===== src/rtl/rs_branch_pkg.sv =====
// Shared definitions for the branch reservation station.
//   - Default widths and depth for rs_branch.
//   - Branch op encoding that dispatch places on disp_op_i.
package rs_branch_pkg;

    localparam int RS_ENT_NUM  = 4;   // entries, power of two, 2..8
    localparam int RS_DATA_LEN = 32;  // operand / immediate width
    localparam int RS_ADDR_LEN = 32;  // PC width
    localparam int RS_RRF_SEL  = 6;   // rename tag width
    localparam int RS_ALU_OP_W = 4;   // branch op width

    typedef enum logic [3:0] {
        BR_OP_BEQ  = 4'd0,
        BR_OP_BNE  = 4'd1,
        BR_OP_BLT  = 4'd4,
        BR_OP_BGE  = 4'd5,
        BR_OP_BLTU = 4'd6,
        BR_OP_BGEU = 4'd7,
        BR_OP_JAL  = 4'd8,
        BR_OP_JALR = 4'd9
    } br_op_e;

endpackage


===== src/rtl/rs_prio_enc.sv =====
// Lowest-index-first priority encoder.
//   req_i  in  N   request vector
//   idx_o  out W   index of the lowest set bit (0 when none)
//   any_o  out 1   at least one request set
module rs_prio_enc #(
    parameter  int N = 4,
    localparam int W = (N > 1) ? $clog2(N) : 1
) (
    input  logic [N-1:0] req_i,
    output logic [W-1:0] idx_o,
    output logic         any_o
);

    always_comb begin
        idx_o = '0;
        any_o = |req_i;
        // Walk from the top so the lowest set bit is the last writer.
        for (int i = N - 1; i >= 0; i--) begin
            if (req_i[i]) idx_o = W'(i);
        end
    end

endmodule


===== src/rtl/rs_branch.sv =====
// Branch reservation station.
// Holds dispatched branch/jump ops until both operands are valid, snoops two
// result buses for wakeup, and issues the lowest-index ready entry each cycle.
// Ports:
//   clk_i, reset_i (async, active-high), kill_i (flush all entries)
//   dispatch_i + disp_* : new entry; a non-valid operand carries its producer
//                         tag in its low RRF_SEL bits
//   bc0_*, bc1_*        : result broadcast buses (vld/tag/data)
//   full_o, count_o     : occupancy, derived from registered valid bits
//   issue_o + iss_*     : op presented to the branch unit; iss_* are 0 when idle
//   proto_err_o         : dispatch attempted while full with nothing issuing
//                         (the dispatch is dropped)
// Issue handshake: issue_o is a valid with an implicit always-ready consumer;
// the entry is retired at the same clock edge that sees issue_o=1.
module rs_branch
    import rs_branch_pkg::*;
#(
    parameter int ENTRY_NUM = RS_ENT_NUM,
    parameter int DATA_LEN  = RS_DATA_LEN,
    parameter int ADDR_LEN  = RS_ADDR_LEN,
    parameter int RRF_SEL   = RS_RRF_SEL,
    parameter int ALU_OP_W  = RS_ALU_OP_W
) (
    input  logic                          clk_i,
    input  logic                          reset_i,
    input  logic                          kill_i,
    input  logic                          dispatch_i,
    input  logic [ALU_OP_W-1:0]           disp_op_i,
    input  logic [DATA_LEN-1:0]           disp_src1_i,
    input  logic                          disp_src1_vld_i,
    input  logic [DATA_LEN-1:0]           disp_src2_i,
    input  logic                          disp_src2_vld_i,
    input  logic [ADDR_LEN-1:0]           disp_pc_i,
    input  logic [DATA_LEN-1:0]           disp_imm_i,
    input  logic [RRF_SEL-1:0]            disp_rrftag_i,
    input  logic                          disp_wrrf_i,
    input  logic                          bc0_vld_i,
    input  logic [RRF_SEL-1:0]            bc0_tag_i,
    input  logic [DATA_LEN-1:0]           bc0_data_i,
    input  logic                          bc1_vld_i,
    input  logic [RRF_SEL-1:0]            bc1_tag_i,
    input  logic [DATA_LEN-1:0]           bc1_data_i,
    output logic                          full_o,
    output logic [$clog2(ENTRY_NUM):0]    count_o,
    output logic                          issue_o,
    output logic [ALU_OP_W-1:0]           iss_op_o,
    output logic [DATA_LEN-1:0]           iss_src1_o,
    output logic [DATA_LEN-1:0]           iss_src2_o,
    output logic [DATA_LEN-1:0]           iss_imm_o,
    output logic [ADDR_LEN-1:0]           iss_pc_o,
    output logic [RRF_SEL-1:0]            iss_rrftag_o,
    output logic                          iss_wrrf_o,
    output logic                          proto_err_o
);

    localparam int IDX_W = $clog2(ENTRY_NUM);
    localparam int CNT_W = IDX_W + 1;

    // Control state (reset) and payload (no reset; only read when valid).
    logic [ENTRY_NUM-1:0] valid_q, valid_d;
    logic [ENTRY_NUM-1:0] s1v_q, s1v_d, s2v_q, s2v_d;
    logic [DATA_LEN-1:0]  s1_q  [ENTRY_NUM];
    logic [DATA_LEN-1:0]  s1_d  [ENTRY_NUM];
    logic [DATA_LEN-1:0]  s2_q  [ENTRY_NUM];
    logic [DATA_LEN-1:0]  s2_d  [ENTRY_NUM];
    logic [DATA_LEN-1:0]  imm_q [ENTRY_NUM];
    logic [DATA_LEN-1:0]  imm_d [ENTRY_NUM];
    logic [ADDR_LEN-1:0]  pc_q  [ENTRY_NUM];
    logic [ADDR_LEN-1:0]  pc_d  [ENTRY_NUM];
    logic [ALU_OP_W-1:0]  op_q  [ENTRY_NUM];
    logic [ALU_OP_W-1:0]  op_d  [ENTRY_NUM];
    logic [RRF_SEL-1:0]   tag_q [ENTRY_NUM];
    logic [RRF_SEL-1:0]   tag_d [ENTRY_NUM];
    logic [ENTRY_NUM-1:0] wrrf_q, wrrf_d;

    logic [ENTRY_NUM-1:0] ready;
    logic [IDX_W-1:0]     iss_idx, free_idx, alloc_idx;
    logic                 free_any, disp_ok;
    logic [CNT_W-1:0]     cnt;

    // Operand capture: a non-valid operand whose tag matches a live
    // broadcast takes that data. bc0 wins a double match.
    function automatic logic [DATA_LEN:0] snoop(
        input logic                vld,
        input logic [DATA_LEN-1:0] val,
        input logic                b0v,
        input logic [RRF_SEL-1:0]  b0t,
        input logic [DATA_LEN-1:0] b0d,
        input logic                b1v,
        input logic [RRF_SEL-1:0]  b1t,
        input logic [DATA_LEN-1:0] b1d
    );
        snoop = {vld, val};
        if (!vld) begin
            if (b0v && (val[RRF_SEL-1:0] == b0t))      snoop = {1'b1, b0d};
            else if (b1v && (val[RRF_SEL-1:0] == b1t)) snoop = {1'b1, b1d};
        end
    endfunction

    assign ready = valid_q & s1v_q & s2v_q;

    rs_prio_enc #(.N(ENTRY_NUM)) u_ready_enc (
        .req_i (ready),
        .idx_o (iss_idx),
        .any_o (issue_o)
    );

    rs_prio_enc #(.N(ENTRY_NUM)) u_free_enc (
        .req_i (~valid_q),
        .idx_o (free_idx),
        .any_o (free_any)
    );

    always_comb begin
        cnt = '0;
        for (int i = 0; i < ENTRY_NUM; i++) cnt = cnt + CNT_W'(valid_q[i]);
    end

    assign count_o = cnt;
    assign full_o  = (cnt == CNT_W'(ENTRY_NUM));

    // When full, the only usable slot is the one retiring this cycle.
    assign alloc_idx   = free_any ? free_idx : iss_idx;
    assign disp_ok     = dispatch_i && (!full_o || issue_o);
    assign proto_err_o = dispatch_i && full_o && !issue_o;

    assign iss_op_o     = issue_o ? op_q[iss_idx]   : '0;
    assign iss_src1_o   = issue_o ? s1_q[iss_idx]   : '0;
    assign iss_src2_o   = issue_o ? s2_q[iss_idx]   : '0;
    assign iss_imm_o    = issue_o ? imm_q[iss_idx]  : '0;
    assign iss_pc_o     = issue_o ? pc_q[iss_idx]   : '0;
    assign iss_rrftag_o = issue_o ? tag_q[iss_idx]  : '0;
    assign iss_wrrf_o   = issue_o ? wrrf_q[iss_idx] : 1'b0;

    always_comb begin
        valid_d = valid_q;
        s1v_d   = s1v_q;
        s2v_d   = s2v_q;
        s1_d    = s1_q;
        s2_d    = s2_q;
        imm_d   = imm_q;
        pc_d    = pc_q;
        op_d    = op_q;
        tag_d   = tag_q;
        wrrf_d  = wrrf_q;

        for (int i = 0; i < ENTRY_NUM; i++) begin
            {s1v_d[i], s1_d[i]} = snoop(s1v_q[i], s1_q[i], bc0_vld_i, bc0_tag_i, bc0_data_i,
                                        bc1_vld_i, bc1_tag_i, bc1_data_i);
            {s2v_d[i], s2_d[i]} = snoop(s2v_q[i], s2_q[i], bc0_vld_i, bc0_tag_i, bc0_data_i,
                                        bc1_vld_i, bc1_tag_i, bc1_data_i);
        end

        if (issue_o) valid_d[iss_idx] = 1'b0;

        // Dispatch after retire so a slot freed this cycle can be refilled.
        if (disp_ok) begin
            valid_d[alloc_idx] = 1'b1;
            {s1v_d[alloc_idx], s1_d[alloc_idx]} = snoop(disp_src1_vld_i, disp_src1_i,
                bc0_vld_i, bc0_tag_i, bc0_data_i, bc1_vld_i, bc1_tag_i, bc1_data_i);
            {s2v_d[alloc_idx], s2_d[alloc_idx]} = snoop(disp_src2_vld_i, disp_src2_i,
                bc0_vld_i, bc0_tag_i, bc0_data_i, bc1_vld_i, bc1_tag_i, bc1_data_i);
            imm_d[alloc_idx]  = disp_imm_i;
            pc_d[alloc_idx]   = disp_pc_i;
            op_d[alloc_idx]   = disp_op_i;
            tag_d[alloc_idx]  = disp_rrftag_i;
            wrrf_d[alloc_idx] = disp_wrrf_i;
        end

        if (kill_i) valid_d = '0;
    end

    always_ff @(posedge clk_i or posedge reset_i) begin
        if (reset_i) begin
            valid_q <= '0;
            s1v_q   <= '0;
            s2v_q   <= '0;
        end else begin
            valid_q <= valid_d;
            s1v_q   <= s1v_d;
            s2v_q   <= s2v_d;
        end
    end

    always_ff @(posedge clk_i) begin
        s1_q   <= s1_d;
        s2_q   <= s2_d;
        imm_q  <= imm_d;
        pc_q   <= pc_d;
        op_q   <= op_d;
        tag_q  <= tag_d;
        wrrf_q <= wrrf_d;
    end

endmodule


===== config.mk =====
export PLATFORM = sky130hd
export DESIGN_NAME = rs_branch
export DESIGN_NICKNAME = d
export VERILOG_FILES = /design/src/rtl/rs_branch_pkg.sv /design/src/rtl/rs_prio_enc.sv /design/src/rtl/rs_branch.sv
export SDC_FILE = /design/constraint.sdc
export NUM_CORES = 2
export LEC_CHECK = 0
export CORE_MARGIN = 2
export CORE_UTILIZATION = 55
export CTS_CLUSTER_DIAMETER = 80
export CTS_CLUSTER_SIZE = 30
export DETAILED_ROUTE_END_ITERATION = 16
export GPL_ROUTABILITY_DRIVEN = 0
export PLACE_DENSITY = 0.8
export REMOVE_ABC_BUFFERS = 1
export SETUP_SLACK_MARGIN = 0.05
export SLEW_MARGIN = 0
export SYNTH_ARGS = -nofsm -noshare
export SYNTH_HDL_FRONTEND = slang
export SYNTH_SLANG_ARGS = --single-unit

===== constraint.sdc =====
create_clock -name clk_i -period 7.35 [get_ports clk_i]
set_input_delay 1.47 -clock clk_i [delete_from_list [all_inputs] [get_ports clk_i]]
set_output_delay 1.47 -clock clk_i [all_outputs]
set_load 0.02 [all_outputs]

==> key figures <==
Die
  – Die height: 247 µm
  – Die Area: 61100 µm²
  – I/O Pins: 368
  – Chip Width: 247 µm
  – Core area: 58800 µm²
  – Placement Rows: 89
  – Initial Util: 0.553

Hold path
  – Worst Hold Class: register to register

Synthesis
  – Library cells used by synthesis: 56
  – Synth Cell Area: 32500 µm²
  – Main synth FF type: edfxtp_1
  – Number of enable flip-flop cells after synthesis: 300
  – Synthesized flop and latch total: 568
  – Asr flop ratio synth: 0.0211
  – Sequential share of the synthesized area: 0.444
  – Mean Syn Cell Area: 10.8 µm²
  – Synth Instances: 3026
  – Warnings from Yosys: 0

Timing
  – Final period util: 0.833
  – Worst setup margin: 1.23 ns
  – RSZ-0062 raised after global routing: no
  – Min Clock Period, post-route: 6.12 ns
  – Hold slack: 0.548 ns
  – Final slew viol count: 0
  – Fmax: 0.163 GHz
  – Clk_skew: 0.0511 ns
  – Worst slew pin tran: 1.39 ns
  – Worst slew margin: 0.0716
  – Fin Setup TNS: 0 ns
  – Final Setup Violations: 0
  – Final Hold Fails: 0

Route
  – Vias per std cell: 6.80
  – DRC: 0
  – Routed WL: 110000 µm
  – Vias: 26.9k
  – WL/cell: 27.8 µm
  – ANT nets after route: 0
  – Initial DRC count: 2965
  – TritonRoute pass-1 iters: 10

Clock tree
  – Clock sinks: 568
  – Post-CTS setup buffer count: 0
  – CTS Buf Count: 35
  – H-tree depth: 2
  – Worst-path clk slew: 0.07 ns
  – Clk_lat worst skew: 0.62 ns
  – CTS tree: done
  – Hold Buf Count CTS: 0
  – Clk root buf: clkbuf_16
  – Post-CTS Resized: 0
  – Longest Clk Path Bufs: 3

Global route
  – Met3 Use GR: 0.115
  – GR peak layer: met2
  – Vias in the first global route: 27.5k
  – M2 GR Usage: 0.547
  – Largest net degree at the start of global routing: 93
  – Antenna violations before repair: 13
  – First-pass GRT wire length: 163000 µm
  – Global Route met1 Usage: 0.431
  – GR Overflow Total: 0
  – GRT Resource Usage Total: 0.350

Flow run
  – Max cap viols: 0

Setup path
  – WS Path Type: register to output pin
  – Crit path cell chain: nand3_1 > a21oi_1 > or2_4 > buf_4 > nand2_1 > a21oi_1 > a221o_1 > clkdlybuf4s50_1
  – CP arrival: 4.65 ns
  – Worst path max stage delay: 0.92 ns
  – Crit start category: register
  – Crit path max-delay cell type: dfrtp_2
  – Most Frequent Cell on Critical Path: a21oi_1
  – CP max FO: 56
  – Worst EP required: 5.88 ns
  – Crit path capture type: output pin

Final layout
  – Share of cells above drive strength 1: 0.108
  – Area growth syn-to-layout: 14.9%
  – Nets: 3386
  – Final Util: 0.636

Pwr
  – Leak pwr: 0.0136 µW
  – Peak supply drop: 0.257 mV
  – Pwr dens: 260 nW/µm²
  – Total power: 9710 µW

Place
  – Port bufs: 367
  – Worst slack, placed: 1.79 ns
  – Hpwl dp: 66500 µm

Outcome
  – Status: complete, no violations
cell usage in the layout, fill, tap and decap left out, types with 36 or more instances in the layout:
cell / synthesis / routed
a21oi_1: 68 / 68
a221o_1: 56 / 56
a221oi_1: 95 / 95
a221oi_4: 60 / 60
a22o_1: 64 / 64
and3_1: 91 / 89
buf_4: 5 / 54
clkbuf_16: 0 / 36
clkdlybuf4s50_1: 0 / 365
dfxtp_1: 256 / 256
edfxtp_1: 300 / 300
mux2_2: 117 / 117
mux2i_1: 385 / 385
nand2_1: 459 / 459
nand3_1: 178 / 176
nand3b_1: 63 / 63
nor2b_1: 135 / 132
nor4_1: 70 / 70
xnor2_1: 87 / 85
flip-flops by register name, indices dropped and copies added (netlist names):
name,cells
imm_q,128
pc_q,128
s1_q,128
s2_q,128
tag_q,24
op_q,16
s1v_q,4
s2v_q,4
valid_q,4
wrrf_q,4
synthesized netlist by cell type, types with 5 or more instances:
master,instances,area (µm²)
a21oi_1,68,340
a221o_1,56,561
a221oi_1,95,832
a221oi_4,60,1580
a222oi_1,33,330
a22o_1,64,561
and2_1,35,219
and3_1,91,569
buf_1,35,131
buf_2,96,480
buf_4,5,37.5
buf_6,21,236
clkbuf_1,162,608
dfrtp_1,12,300
dfxtp_1,256,5120
edfxtp_1,300,9010
mux2_1,11,124
mux2_2,117,1320
mux2i_1,385,3850
nand2_1,459,1720
nand3_1,178,891
nand3b_1,63,473
nand4_1,18,113
nor2_1,9,33.8
nor2b_1,135,845
nor3_1,10,50.1
nor4_1,70,438
nor4_4,8,170
xnor2_1,87,762
xor2_1,33,289
per-stage QoR:
step / cells / cell area, µm²
after global placement: 3895 / 36200
after floorplan: 2698 / 30900
after global routing: 3955 / 37400
after CTS: 3955 / 37400
after detailed placement: 3895 / 36200
final: 3956 / 37400
power by group:
| part | internal [µW] | switching (µW) | total (µW) |
|---|---|---|---|
| registers | 4000 | 559 | 4560 |
| logic | 1330 | 1610 | 2940 |
| clock network | 983 | 1230 | 2210 |
| total | 6310 | 3400 | 9710 |
routing by layer:
layer,vias to the layer above,wire length [µm]
met4,22,5470
met1,13133,40900
met3,438,13800
met2,1783,49800
met5,-,140
li1,11540,-
cell families after synthesis:
family,after synthesis,synth area share
AND/OR/NAND/NOR,1089,0.173
buffers and inverters,333,0.0509
multiplexers,513,0.163
adder cells (fa/ha/maj),4,0.00177
AO/OA/AOI/OAI,399,0.135
XOR/XNOR,120,0.0323
flip-flops,568,0.444
critical path, delay by kind of cell (launching register included):
family	cells	cell delay, ns
simple gates	3	1.18
buf+inv	2	1.10
flops	1	0.92
compound gates	3	0.83
final timing paths:
check	cells after the start	endpoint	slack, ns	from
worst max register to register	10	s2_q[50]	2.60	valid_q[0]
worst min-delay path	2	s1_q[118]	0.55	s1_q[118]
max in group asynchronous	2	s2v_q[2]	5.66	reset_i
min in group asynchronous	2	s1v_q[1]	1.25	reset_i
worst min register to register	2	s1_q[118]	0.55	s1_q[118]
worst max-delay path	8	iss_pc_o[0]	1.23	s2v_q[2]
layout make-up:
cell class | count | area (µm²)
Multi-Input combinational cell | 2125 | 16600
Antenna cell | 1 | 2.50
Fill cell | 4500 | 21400
Timing Repair Buffer | 424 | 4130
Tap cell | 773 | 967
Sequential cell | 568 | 14400
Clock inverter | 22 | 279
Clock buffer | 38 | 918
Inverter | 5 | 21.3
Power figures use the tool's default switching activity.
